$ cat config.mk
export PLATFORM = sky130hd
export DESIGN_NAME = pc_sequencer_flat
export DESIGN_NICKNAME = d
export VERILOG_FILES = /design/src/rtl/pc_seq_if.sv /design/src/rtl/pc_sequencer.sv /design/src/flat_wrapper.sv
export SDC_FILE = /design/constraint.sdc
export NUM_CORES = 1
export LEC_CHECK = 0
export ABC_AREA = 1
export CAP_MARGIN = 30
export CORE_MARGIN = 3
export CORE_UTILIZATION = 41
export DETAILED_ROUTE_END_ITERATION = 7
export HOLD_SLACK_MARGIN = 0.08
export PLACE_DENSITY = 0.72
export SLEW_MARGIN = 20
export SYNTH_ARGS = -nofsm -noshare
export SYNTH_HDL_FRONTEND = slang
export SYNTH_SLANG_ARGS = --single-unit
export TNS_END_PERCENT = 1
$ cat constraint.sdc
create_clock -name clk -period 3.2 [get_ports clk]
set_clock_uncertainty 0.05 [all_clocks]
set_input_delay 0.64 -clock clk [delete_from_list [all_inputs] [get_ports clk]]
set_output_delay 0.64 -clock clk [all_outputs]
set_load 0.02 [all_outputs]
$ cat src/rtl/pc_seq_if.sv
// pc_seq_if: flow-control bundle between the control path and pc_sequencer.
//   master : drives run control (start/stall/halt) and decoded flow strobes
//            (br_en/br_abs/br_target/br_off/call/ret); observes status.
//   slave  : the sequencer; drives pc, running, done, sp, err_ovf, err_unf,
//            cycles.
interface pc_seq_if #(
    parameter int PC_W        = 10,
    parameter int OFF_W       = 6,
    parameter int STACK_DEPTH = 4,
    parameter int CNT_W       = 16
) ();
    localparam int SP_W = $clog2(STACK_DEPTH + 1);

    logic             start;
    logic             stall;
    logic             halt;
    logic             br_en;
    logic             br_abs;
    logic [PC_W-1:0]  br_target;
    logic [OFF_W-1:0] br_off;
    logic             call;
    logic             ret;

    logic [PC_W-1:0]  pc;
    logic             running;
    logic             done;
    logic [SP_W-1:0]  sp;
    logic             err_ovf;
    logic             err_unf;
    logic [CNT_W-1:0] cycles;

    modport master (
        output start, stall, halt, br_en, br_abs, br_target, br_off, call, ret,
        input  pc, running, done, sp, err_ovf, err_unf, cycles
    );

    modport slave (
        input  start, stall, halt, br_en, br_abs, br_target, br_off, call, ret,
        output pc, running, done, sp, err_ovf, err_unf, cycles
    );
endinterface

$ cat src/rtl/pc_sequencer.sv
// pc_sequencer: program sequencer for the 9-bit CPU family.
//   clk   : rising-edge clock
//   rst_n : asynchronous active-low reset
//   bus   : pc_seq_if slave port
//           inputs  start, stall, halt, br_en, br_abs, br_target, br_off,
//                   call, ret
//           outputs pc (fetch address), running (RUN), done (HALT),
//                   sp (stack occupancy), err_ovf/err_unf (sticky stack
//                   errors), cycles (saturating RUN-cycle counter)
// Three-state run controller IDLE/RUN/HALT with a hardware return stack.
// Every output comes straight from a flop; strobes act at the next edge.
module pc_sequencer #(
    parameter int PC_W        = 10,
    parameter int OFF_W       = 6,
    parameter int STACK_DEPTH = 4,
    parameter int START_ADDR  = 0,
    parameter int CNT_W       = 16
) (
    input  logic         clk,
    input  logic         rst_n,
    pc_seq_if.slave      bus
);
    localparam int SP_W  = $clog2(STACK_DEPTH + 1);
    localparam int IDX_W = (STACK_DEPTH > 1) ? $clog2(STACK_DEPTH) : 1;
    localparam logic [PC_W-1:0]  START_PC = PC_W'(START_ADDR);
    localparam logic [SP_W-1:0]  SP_FULL  = SP_W'(STACK_DEPTH);
    localparam logic [SP_W-1:0]  SP_EMPTY = {SP_W{1'b0}};
    localparam logic [CNT_W-1:0] CNT_MAX  = {CNT_W{1'b1}};

    typedef enum logic [1:0] {
        ST_IDLE = 2'd0,
        ST_RUN  = 2'd1,
        ST_HALT = 2'd2
    } state_t;

    state_t           state_q, state_d;
    logic [PC_W-1:0]  pc_q, pc_d;
    logic [SP_W-1:0]  sp_q, sp_d;
    logic             err_ovf_q, err_ovf_d;
    logic             err_unf_q, err_unf_d;
    logic [CNT_W-1:0] cycles_q, cycles_d;
    logic             running_q, running_d;
    logic             done_q, done_d;
    logic [PC_W-1:0]  stack_q [0:STACK_DEPTH-1];
    logic [PC_W-1:0]  stack_d [0:STACK_DEPTH-1];

    logic [PC_W-1:0]  pc_inc_s;
    logic [PC_W-1:0]  off_ext_s;
    logic [SP_W-1:0]  sp_m1_s;
    logic [IDX_W-1:0] top_idx_s;
    logic [IDX_W-1:0] push_idx_s;

    // Address arithmetic helpers; all pc sums wrap modulo 2**PC_W by width.
    always_comb begin
        pc_inc_s   = pc_q + PC_W'(1);
        off_ext_s  = {{(PC_W-OFF_W){bus.br_off[OFF_W-1]}}, bus.br_off};
        sp_m1_s    = sp_q - SP_W'(1);
        // Index slices are only used when sp is in range for that access.
        top_idx_s  = sp_m1_s[IDX_W-1:0];
        push_idx_s = sp_q[IDX_W-1:0];
    end

    // Next-state logic: run control plus prioritised pc selection.
    always_comb begin
        state_d   = state_q;
        pc_d      = pc_q;
        sp_d      = sp_q;
        err_ovf_d = err_ovf_q;
        err_unf_d = err_unf_q;
        cycles_d  = cycles_q;
        stack_d   = stack_q;

        case (state_q)
            ST_IDLE, ST_HALT: begin
                if (bus.start) begin
                    // A (re)start clears the whole run context.
                    state_d   = ST_RUN;
                    pc_d      = START_PC;
                    sp_d      = SP_EMPTY;
                    err_ovf_d = 1'b0;
                    err_unf_d = 1'b0;
                    cycles_d  = {CNT_W{1'b0}};
                end else begin
                    state_d = state_q;
                end
            end
            ST_RUN: begin
                if (cycles_q != CNT_MAX) begin
                    cycles_d = cycles_q + CNT_W'(1);
                end else begin
                    cycles_d = cycles_q;
                end

                // Priority chain: halt > stall > ret > call > branch > increment.
                if (bus.halt) begin
                    state_d = ST_HALT;
                end else if (bus.stall) begin
                    pc_d = pc_q;
                end else if (bus.ret) begin
                    if (sp_q == SP_EMPTY) begin
                        err_unf_d = 1'b1;
                        state_d   = ST_HALT;
                    end else begin
                        pc_d = stack_q[top_idx_s];
                        sp_d = sp_m1_s;
                    end
                end else if (bus.call) begin
                    if (sp_q == SP_FULL) begin
                        err_ovf_d = 1'b1;
                        state_d   = ST_HALT;
                    end else begin
                        stack_d[push_idx_s] = pc_inc_s;
                        pc_d = bus.br_target;
                        sp_d = sp_q + SP_W'(1);
                    end
                end else if (bus.br_en) begin
                    if (bus.br_abs) begin
                        pc_d = bus.br_target;
                    end else begin
                        pc_d = pc_q + off_ext_s;
                    end
                end else begin
                    pc_d = pc_inc_s;
                end
            end
            default: begin
                state_d = ST_IDLE;
            end
        endcase

        running_d = (state_d == ST_RUN);
        done_d    = (state_d == ST_HALT);
    end

    // Control and status flops, asynchronously cleared.
    always_ff @(posedge clk or negedge rst_n) begin
        if (!rst_n) begin
            state_q   <= ST_IDLE;
            pc_q      <= START_PC;
            sp_q      <= SP_EMPTY;
            err_ovf_q <= 1'b0;
            err_unf_q <= 1'b0;
            cycles_q  <= {CNT_W{1'b0}};
            running_q <= 1'b0;
            done_q    <= 1'b0;
        end else begin
            state_q   <= state_d;
            pc_q      <= pc_d;
            sp_q      <= sp_d;
            err_ovf_q <= err_ovf_d;
            err_unf_q <= err_unf_d;
            cycles_q  <= cycles_d;
            running_q <= running_d;
            done_q    <= done_d;
        end
    end

    // Return-address storage; contents are meaningless while sp is zero,
    // so the array carries no reset.
    always_ff @(posedge clk) begin
        stack_q <= stack_d;
    end

    assign bus.pc      = pc_q;
    assign bus.running = running_q;
    assign bus.done    = done_q;
    assign bus.sp      = sp_q;
    assign bus.err_ovf = err_ovf_q;
    assign bus.err_unf = err_unf_q;
    assign bus.cycles  = cycles_q;
endmodule

$ cat src/flat_wrapper.sv
// flat-port wrapper written by rule: the top's interface ports become plain ports
module pc_sequencer_flat 
#(
    parameter int PC_W        = 10,
    parameter int OFF_W       = 6,
    parameter int STACK_DEPTH = 4,
    parameter int START_ADDR  = 0,
    parameter int CNT_W       = 16
)
  (clk, rst_n, bus_start, bus_stall, bus_halt, bus_br_en, bus_br_abs, bus_br_target, bus_br_off, bus_call, bus_ret, bus_pc, bus_running, bus_done, bus_sp, bus_err_ovf, bus_err_unf, bus_cycles);
  pc_seq_if #(.PC_W(PC_W), .OFF_W(OFF_W), .STACK_DEPTH(STACK_DEPTH), .CNT_W(CNT_W)) bus_i ();
  input  logic clk;
  input  logic rst_n;
  input wire logic [$bits(bus_i.start)-1:0] bus_start;
  input wire logic [$bits(bus_i.stall)-1:0] bus_stall;
  input wire logic [$bits(bus_i.halt)-1:0] bus_halt;
  input wire logic [$bits(bus_i.br_en)-1:0] bus_br_en;
  input wire logic [$bits(bus_i.br_abs)-1:0] bus_br_abs;
  input wire logic [$bits(bus_i.br_target)-1:0] bus_br_target;
  input wire logic [$bits(bus_i.br_off)-1:0] bus_br_off;
  input wire logic [$bits(bus_i.call)-1:0] bus_call;
  input wire logic [$bits(bus_i.ret)-1:0] bus_ret;
  output wire logic [$bits(bus_i.pc)-1:0] bus_pc;
  output wire logic [$bits(bus_i.running)-1:0] bus_running;
  output wire logic [$bits(bus_i.done)-1:0] bus_done;
  output wire logic [$bits(bus_i.sp)-1:0] bus_sp;
  output wire logic [$bits(bus_i.err_ovf)-1:0] bus_err_ovf;
  output wire logic [$bits(bus_i.err_unf)-1:0] bus_err_unf;
  output wire logic [$bits(bus_i.cycles)-1:0] bus_cycles;
  assign bus_i.start = bus_start;
  assign bus_i.stall = bus_stall;
  assign bus_i.halt = bus_halt;
  assign bus_i.br_en = bus_br_en;
  assign bus_i.br_abs = bus_br_abs;
  assign bus_i.br_target = bus_br_target;
  assign bus_i.br_off = bus_br_off;
  assign bus_i.call = bus_call;
  assign bus_i.ret = bus_ret;
  assign bus_pc = bus_i.pc;
  assign bus_running = bus_i.running;
  assign bus_done = bus_i.done;
  assign bus_sp = bus_i.sp;
  assign bus_err_ovf = bus_i.err_ovf;
  assign bus_err_unf = bus_i.err_unf;
  assign bus_cycles = bus_i.cycles;
  pc_sequencer #(.PC_W(PC_W), .OFF_W(OFF_W), .STACK_DEPTH(STACK_DEPTH), .START_ADDR(START_ADDR), .CNT_W(CNT_W)) u_core (.clk(clk), .rst_n(rst_n), .bus(bus_i));
endmodule
After elaboration in Yosys (flattened, before gate mapping)
Cells that the tools add are included.
- register bits after elaboration: 75
- RAM bits: 0
- output and inout bits: 33
- latch bits: 0
- bits in read-only memories: 0
- input bits: 25
- logic and storage cells: 103
- memories: 0
- div/mod/pow operators: 0
- multiply operators: 0
- bitwise operators: 6
- eq/ne operators: 19
- add/sub/neg operators: 5
- shift operators: 0
- mux-type cells: 47
- order comparisons: 3
- reduce and logical (&&, ||, !) cells: 11
- operators with widths (cell ; number):
    $mux W10 ; 12
    $bwmux W40 ; 1
    $mux W16 ; 2
    $pmux W16 S2 ; 1
    $mux W3 ; 7
    $bmux W10 S2 ; 1
    $demux W10 S2 ; 1
    $pmux W10 S2 ; 1
    $reduce_and A6 Y1 ; 3
    $add A16 B1 Y16 const B ; 1
    $ne A16 B16 Y1 const B ; 1
    $mux W2 ; 7
    $reduce_and A7 Y1 ; 2
    $ne A2 B2 Y1 const B ; 6
    $add A10 B1 Y10 const B ; 1
    $add A10 B10 Y10 ; 1
    $mux W1 ; 10
    $ne A3 B3 Y1 const B ; 3
    $ge A3 B3 Y1 const B ; 2
    $ne A2 B1 Y1 const B ; 3
    $not A2 Y3 ; 2
    $pmux W3 S2 ; 1
    $eq A2 B1 Y1 const B ; 2
    $eq A2 B2 Y1 const B ; 2
    14 further kinds ; 18

Depth between registers and ports, before layout
Gate-level depths: netlist of the first run.
- depth in word-level cells: 10
- mapped depth: 14

Worst setup path after synthesis of the first run
No wires, ideal clock.
- kind: register -> register
- from: register u_core.sp_q[0] (netlist: u_core.bus.sp[0])
- to: register u_core.stack_q[20] (netlist name), enable pin
- library setup time: 376 ps
- data arrival time: 1853 ps
- cell stages (with the launch flop): 7
- setup slack: 921 ps
- path buffers: 1
- path through: dfrtp_1 -> inv_1 -> clkbuf_1 -> ha_1 -> nand2_1 -> nand4_1 -> nor2_1
- word-level cells in the longest chain between the ends: 3
- ends and longest elaborated chain (element ; RTL line ; text):
    start, declared ; pc_sequencer.sv:38 ; logic [SP_W-1:0] sp_q, sp_d;
    start signal, assigned ; pc_sequencer.sv:149 ; sp_q <= sp_d;
    $eq A3 B3 Y1 ; pc_sequencer.sv:108 ; if (sp_q == SP_FULL) begin
    $not A1 Y1 (no source line) ; - ;
    $reduce_and A6 Y1 (no source line) ; - ;
    end signal, assigned ; pc_sequencer.sv:161 ; stack_q <= stack_d;
    end, declared ; pc_sequencer.sv:44 ; logic [PC_W-1:0] stack_q [0:STACK_DEPTH-1];
No other way between the ends.
A chain may end at the register's enable or synchronous reset.

Worst setup path after layout of the first run
- from: input port bus_call
- to: register u_core.pc_q[0] (netlist: u_core.bus.pc[0])
- word-level cells in the longest chain between the ends: 5
- elaborated cells on any way between the ends: 7
- those cells by class: eq/ne (1); mux (5); reduce/logical (1)
- ends and longest elaborated chain (element ; RTL line ; text):
    start, declared ; flat_wrapper.sv:21 ; input wire logic [$bits(bus_i.call)-1:0] bus_call;
    $mux W10 ; pc_sequencer.sv:107 ; end else if (bus.call) begin
    $mux W10 ; pc_sequencer.sv:99 ; end else if (bus.ret) begin
    $mux W10 ; pc_sequencer.sv:97 ; end else if (bus.stall) begin
    $mux W10 ; pc_sequencer.sv:95 ; if (bus.halt) begin
    $pmux W10 S2 ; pc_sequencer.sv:73 ; case (state_q)
    end signal, assigned ; pc_sequencer.sv:148 ; pc_q <= pc_d;
    end, declared ; pc_sequencer.sv:37 ; logic [PC_W-1:0] pc_q, pc_d;
Several ways; a longest one is shown, not always the timed one. The select of a mux whose other input is x is not followed.

==> run metrics, run 1 <==
TritonCTS Buffers=9; worst endpoint required time=~3.4 ns; cell leakage power=between 2 and 2.5 nW; switching share of power=around 45%; cell with the most instances after synthesis=nand2_1; max-slew violation count=0; Worst-Skew Late Latency=0.35 ns; first-pass GRT wire length=17620 um; crit path DAT=2.78 ns; postcts setup bufs=0; hold buffers post-CTS=0; maxcap violations=0; drt pass-1 iters=5; YS warnings=0; I/O Buffers=57; Setup TNS=0 ns; number of global-route vias before repair=3634; Clock Power Share=15.9%; Multi-input gate area=between 0.002 and 0.0025 mm2; Syn Nets=570; Power Total=4.137 mW; Ant. Diodes=0; endpoints failing setup=0; fin crit share=between 80% and 90%; Hold Slack=0.4657 ns; CTS tree=yes; largest family of logic cells by synthesized area=simple AND/OR/NAND/NOR gates; P_int=approximately 2.3 mW; crit start category=primary input; Area growth, synth to finish=20.95%; mux cell area share after synthesis=0%; Psw=1.841 mW; critical path peak fanout=16; cell area power density=~770 mW/mm2; post-layout net count=around 640; EDFF count, synth=40; Crit. End Element=register; GPL Wtd Cong=approximately 0.95; via count=between 3000 and 4000; Synth Area per Inst=roughly 8.4 um2; die width=109.8 um; sequential share of the synthesized area=46.99%; WL/cell=14.98 um; top post-synthesis cells by count=nand2_1, inv_1, a21oi_1, nor2_1, edfxtp_1; DIE HEIGHT=between 100 and 150 um; root buffer cell=clkbuf_8; Synth area leaders=edfxtp_1, dfrtp_1, nand2_1; placed cell count=718; Final Non-Filler Cells=734; DIE AREA=0.01206 mm2; Starting Density=42.44%; post-synthesis adder-cell area fraction=4.982%; status=finished clean; initial antenna violation count=0; DR vias/cell=around 5.3; register area=0.002077 mm2; largest net degree at the start of global routing=36; RSZ-0062 raised after global routing=no; post-synth top area share=27.17%; final-report hold violation count=0; clk slew on worst S/H paths=0.08 ns; crit path kind=in2reg; initial drt markers=approximately 310; synth unique cells=45; Post-synth ARST share=46.67%; Comb pwr share=49.9%; sequential power share=~34%; R2R Setup Slk=0.96 ns; synthesized cell area=0.004420 mm2; flops & latches, synth=75; Core Rows=37; Overall Global Routing Usage=roughly a fifth; grt total ovfl=0; clk buf depth=2; share of cells above drive strength 1=between 10% and 20%; cell taking the most area after synthesis=edfxtp_1; post-synthesis simple-gate area fraction=between 20% and 30%; actual slew at the worst max-slew pin=0.6272 ns; Slew headroom=58.08%; Hold Crit Class=reg2reg; core area=0.01042 mm2; WL final=~11000 um; DRT antenna net count=0; commonest register cell after synthesis=edfxtp_1; clock sink count=75; drt drc=0; layout filler cell count=roughly 1000; Max Freq=0.3862 GHz; Synth Area in Compound Gates=14.97%; H-tree depth=3; Top Ports=58; Synth Area in XOR/XNOR=approximately 1.8%; Post-Syn Instances=528; Final HPWL DP=8195 um; min Tclk post-route=~2.6 ns; VDD IR max=397.3 uV; post_cts resized=0
worst max-delay path: stages:
cell	delay [ns]
clkdlybuf4s50_1	0.65
inv_4	0.27
nor3_2	0.08
or2_4	0.25
o21ai_4	0.20
inv_2	0.20
a21oi_1	0.26
o21ai_1	0.09
o21ai_0	0.08
inv_1	0.05
registers in the layout (all words and copies together) (netlist names):
name / cells
u_core.bus.cycles: 16
u_core.bus.done: 1
u_core.bus.err_ovf: 1
u_core.bus.err_unf: 1
u_core.bus.pc: 10
u_core.bus.running: 1
u_core.bus.sp: 3
u_core.stack_q: 40
u_core.state_q: 2
path summary, 6_finish.rpt:
| kind | from | end | cells after the start |
|---|---|---|---|
| worst max-delay path | bus_call | u_core.bus.pc[0] | 10 |
| worst min-delay path | u_core.bus.err_ovf | u_core.bus.err_ovf | 2 |
| worst max register to register | u_core.bus.sp[1] | u_core.bus.pc[0] | 13 |
| worst min register to register | u_core.bus.err_ovf | u_core.bus.err_ovf | 2 |
| max in group asynchronous | rst_n | u_core.bus.pc[5] | 2 |
| min in group asynchronous | rst_n | u_core.bus.cycles[2] | 2 |
cell type report:
cell class              count  area share, %
clock buffers               9          2.317
clock inverters             7         0.9595
inverters                  64          4.540
multi-input cells         376          38.08
flip-flops and latches     75          38.85
well taps                 136          3.183
repair buffers             67          12.08
layer usage:
layer	track usage, %	routed length, um
met1	24.14	4740
met2	32.24	5403
met3	3.641	665
met4	6.055	187
met5	0	0
placed cells by master, fill, tap and decap left out, types with 2 or more instances in the layout:
master,Yosys,routed
a21boi_2,5,5
a21oi_1,44,44
a21oi_2,5,5
a2bb2oi_1,2,2
a31oi_1,6,6
and3_1,2,2
buf_4,0,10
clkbuf_8,0,9
clkdlybuf4s50_1,0,57
clkinvlp_4,0,2
dfrtp_1,35,35
edfxtp_1,40,40
ha_1,16,16
inv_1,56,56
inv_2,7,7
inv_6,0,2
nand2_1,130,130
nand3_1,34,34
nand3_2,3,3
nand4_1,7,7
nor2_1,44,44
nor2_2,6,6
nor3_1,5,5
nor3_2,2,2
o211ai_1,4,4
o21ai_0,26,26
o21ai_1,6,6
o22ai_1,3,3
or2_2,2,2
xnor2_1,3,3
xor2_1,6,6
power by group through the flow:
stage	combinational [mW]	sequential [mW]	clock, mW
2_1_floorplan	1.25	1.54	0
3_3_place_gp	2.03	1.44	0
3_5_place_dp	2.06	1.44	0
4_1_cts	2.07	1.42	0.675
5_1_grt	2.30	1.44	0.725
6_report	2.06	1.42	0.656
per-stage QoR:
step,cell area [um2],util [%],worst slack [ns]
floorplan,4420,-,0.9209
global placement,5171,49.65,0.2673
detailed placement,5171,49.65,0.2893
CTS,5346,51.33,0.6550
global route,5346,51.33,0.4794
finish,5346,51.33,0.6106
cell families after synthesis:
logic type | count (synthesis)
DFF | 75
xor gates and xnor gates | 9
buffers and inverters | 77
and+or+nand+nor | 242
AOI/OAI and AO/OA | 108
adders and majority gates | 17
(Power assumes the default switching activity.)
==> inputs of run 2 (changes only) <==
--- a/config.mk
+++ b/config.mk
@@ -11,7 +11,7 @@
 export CORE_UTILIZATION = 41
 export DETAILED_ROUTE_END_ITERATION = 7
 export HOLD_SLACK_MARGIN = 0.08
-export PLACE_DENSITY = 0.72
+export PLACE_DENSITY = 0.75
 export SLEW_MARGIN = 20
 export SYNTH_ARGS = -nofsm -noshare
 export SYNTH_HDL_FRONTEND = slang
==> constraint.sdc (replaced) <==
create_clock -name clk -period 2.08 [get_ports clk]
set_clock_uncertainty 0.05 [all_clocks]
set_input_delay 0.416 -clock clk [delete_from_list [all_inputs] [get_ports clk]]
set_output_delay 0.416 -clock clk [all_outputs]
set_load 0.02 [all_outputs]
==> run metrics, run 2 (same netlist as run 1, synthesis figures left out) <==
routing usage on met1=25.62% (+1.5 points); grt met3 use=5.931% (+2.3 points); Top Ports=58 (unchanged); post-layout net count=674 (+6.1%); actual slew at the worst max-slew pin=0.4672 ns (-0.1600 ns); grt total ovfl=0 (unchanged); number of global-route vias before repair=4031 (+11%); Psw=2.953 mW (+60%); endpoints failing setup=0 (unchanged); DR vias/cell=5.243 (-1.4%); Area growth, synth to finish=30.09%; Ant. Diodes=0 (unchanged); root buffer cell=clkbuf_8; crit path DAT=2.26 ns (-0.52 ns); max reg flops=40 (unchanged); Starting Density=42.44% (unchanged); largest net degree at the start of global routing=36 (unchanged); Comb pwr share=53.9% (+4.0 points); sequential power share=30.9% (-3.4 points); TritonCTS Buffers=9 (unchanged); via count=4053 (+3.8%); layout filler cell count=938 (-6.4%); cell leakage power=2.490 nW (+9.9%); DIE HEIGHT=109.8 um (unchanged); max-slew violation count=0 (unchanged); P_int=3.989 mW (+74%); Core Rows=37 (unchanged); Setup TNS=0 ns (unchanged); RSZ-0062 raised after global routing=yes; switching share of power=42.54% (-2.0 points); cell area power density=1207 mW/mm2 (+56%); WL final=11670 um (+6.2%); commonest non-fill, non-tap cell in the layout=nand2_1; Clock Power Share=15.3% (-0.6 points); crit path kind=in2reg; most used routing layer=met2; crit start category=primary input; met2 Track Usage GR=34.27% (+2.0 points); initial antenna violation count=0 (unchanged); min Tclk post-route=2.038 ns; Overall Global Routing Usage=20.29% (+1.4 points); Worst-Skew Late Latency=0.35 ns (about the same); I/O Buffers=57 (unchanged); core area=0.01042 mm2 (unchanged); postcts setup bufs=0 (unchanged); share of cells above drive strength 1=18.68% (+7.5 points); H-tree depth=3 (unchanged); GPL Wtd Cong=0.9034 (-4.4%); maxcap violations=0 (unchanged); worst endpoint required time=2.31 ns (-1.08 ns); Final HPWL DP=8739 um (+6.6%); initial drt markers=275 (-9.8%); Hold Slack=0.4235 ns (-0.04224 ns); drt pass-1 iters=5 (unchanged); clock sink count=75 (unchanged); DIE AREA=0.01206 mm2 (unchanged); fin crit share=a little over nine tenths; Crit. End Element=register; VDD IR max=740.4 uV (+86%); Hold Crit Class=in2async; clk slew on worst S/H paths=0.08 ns (about the same); clk buf depth=2 (unchanged); DRT antenna net count=0 (unchanged); Slew headroom=68.85% (+11 points); commonest cells after routing, fill and taps aside=nand2_1, inv_1, clkdlybuf4s50_1; CTS tree=yes; status=finished clean; Reg with most FFs=u_core.stack_q; critical path peak fanout=4 (-12); Max Freq=0.4906 GHz; first-pass GRT wire length=19060 um (+8.2%); final-report hold violation count=0 (unchanged); drt drc=0 (unchanged); die width=109.8 um (unchanged); WL/cell=15.10 um (+0.81%)
## run 2: worst max-delay path: stages
cell	delay, ns
clkdlybuf4s50_1	0.47
ha_2	0.18
inv_1	0.05
fa_2	0.37
o21ai_4	0.20
nand2_1	0.09
nand2_1	0.06
nand2_1	0.04
nand3_1	0.06
nand3_1	0.07
nand3_1	0.07
nand2_1	0.06
a21boi_2	0.12
## run 2: layer usage
metal / vias up / share of wire (%)
met2: 137 / 50
met4: 0 / 1.2
met3: 16 / 6.7
met1: 1916 / 42
met5: - / 0
li1: 1984 / -
## run 2: layout make-up
cell class / instances / area (um2) / area share, %
inverter: 64 / 245.2 / 4.265
tap: 136 / 170.2 / 2.959
clock buffer: 12 / 166.4 / 2.894
clock inverter: 4 / 21.27 / 0.3699
timing repair buffer: 106 / 989.7 / 17.21
multi-input combinational: 376 / 2077 / 36.12
sequential: 75 / 2081 / 36.18
## run 2: power by group through the flow
stage | Clock (mW) | Sequential (mW) | Combinational, mW
final | 1.06 | 2.14 | 3.74
after floorplan | 0 | 2.38 | 1.93
after global routing | 1.16 | 2.17 | 4.16
after detailed placement | 0 | 2.16 | 3.65
after global placement | 0 | 2.16 | 3.56
after CTS | 1.08 | 2.14 | 3.67
## run 2: path summary, 6_finish.rpt
check	startpoint	to	slack [ns]	cells after the start
min in group clk	u_core.bus.err_unf	u_core.bus.err_unf	0.46	2
hold / removal	rst_n	u_core.bus.cycles[2]	0.42	2
max in group asynchronous	rst_n	u_core.bus.pc[0]	1.19	2
setup reg to reg	u_core.bus.pc[1]	u_core.bus.pc[8]	0.09	12
hold reg to reg	u_core.bus.err_unf	u_core.bus.err_unf	0.46	2
setup / recovery	bus_br_off[0]	u_core.bus.pc[6]	0.04	13
## run 2: what timing repair did
action,in CTS,in global routing
pin swaps,1,1
resized for setup,2,11
hold buffers,0,0
endpoints found under the setup margin,3,16
## run 2: stage by stage
stage                     util [%]  cells  instance area [um2]  setup WS [ns]  total power, mW
after floorplan                  -    528                 4437       -0.01500            4.307
after detailed placement     53.06    757                 5527        -0.4398            5.813
final                        55.21    773                 5751        0.04173            6.942
after CTS                    54.88    773                 5717        0.02278            6.889
after global routing         55.21    773                 5751       -0.09320            7.483
after global placement       53.06    757                 5527        -0.3487            5.723
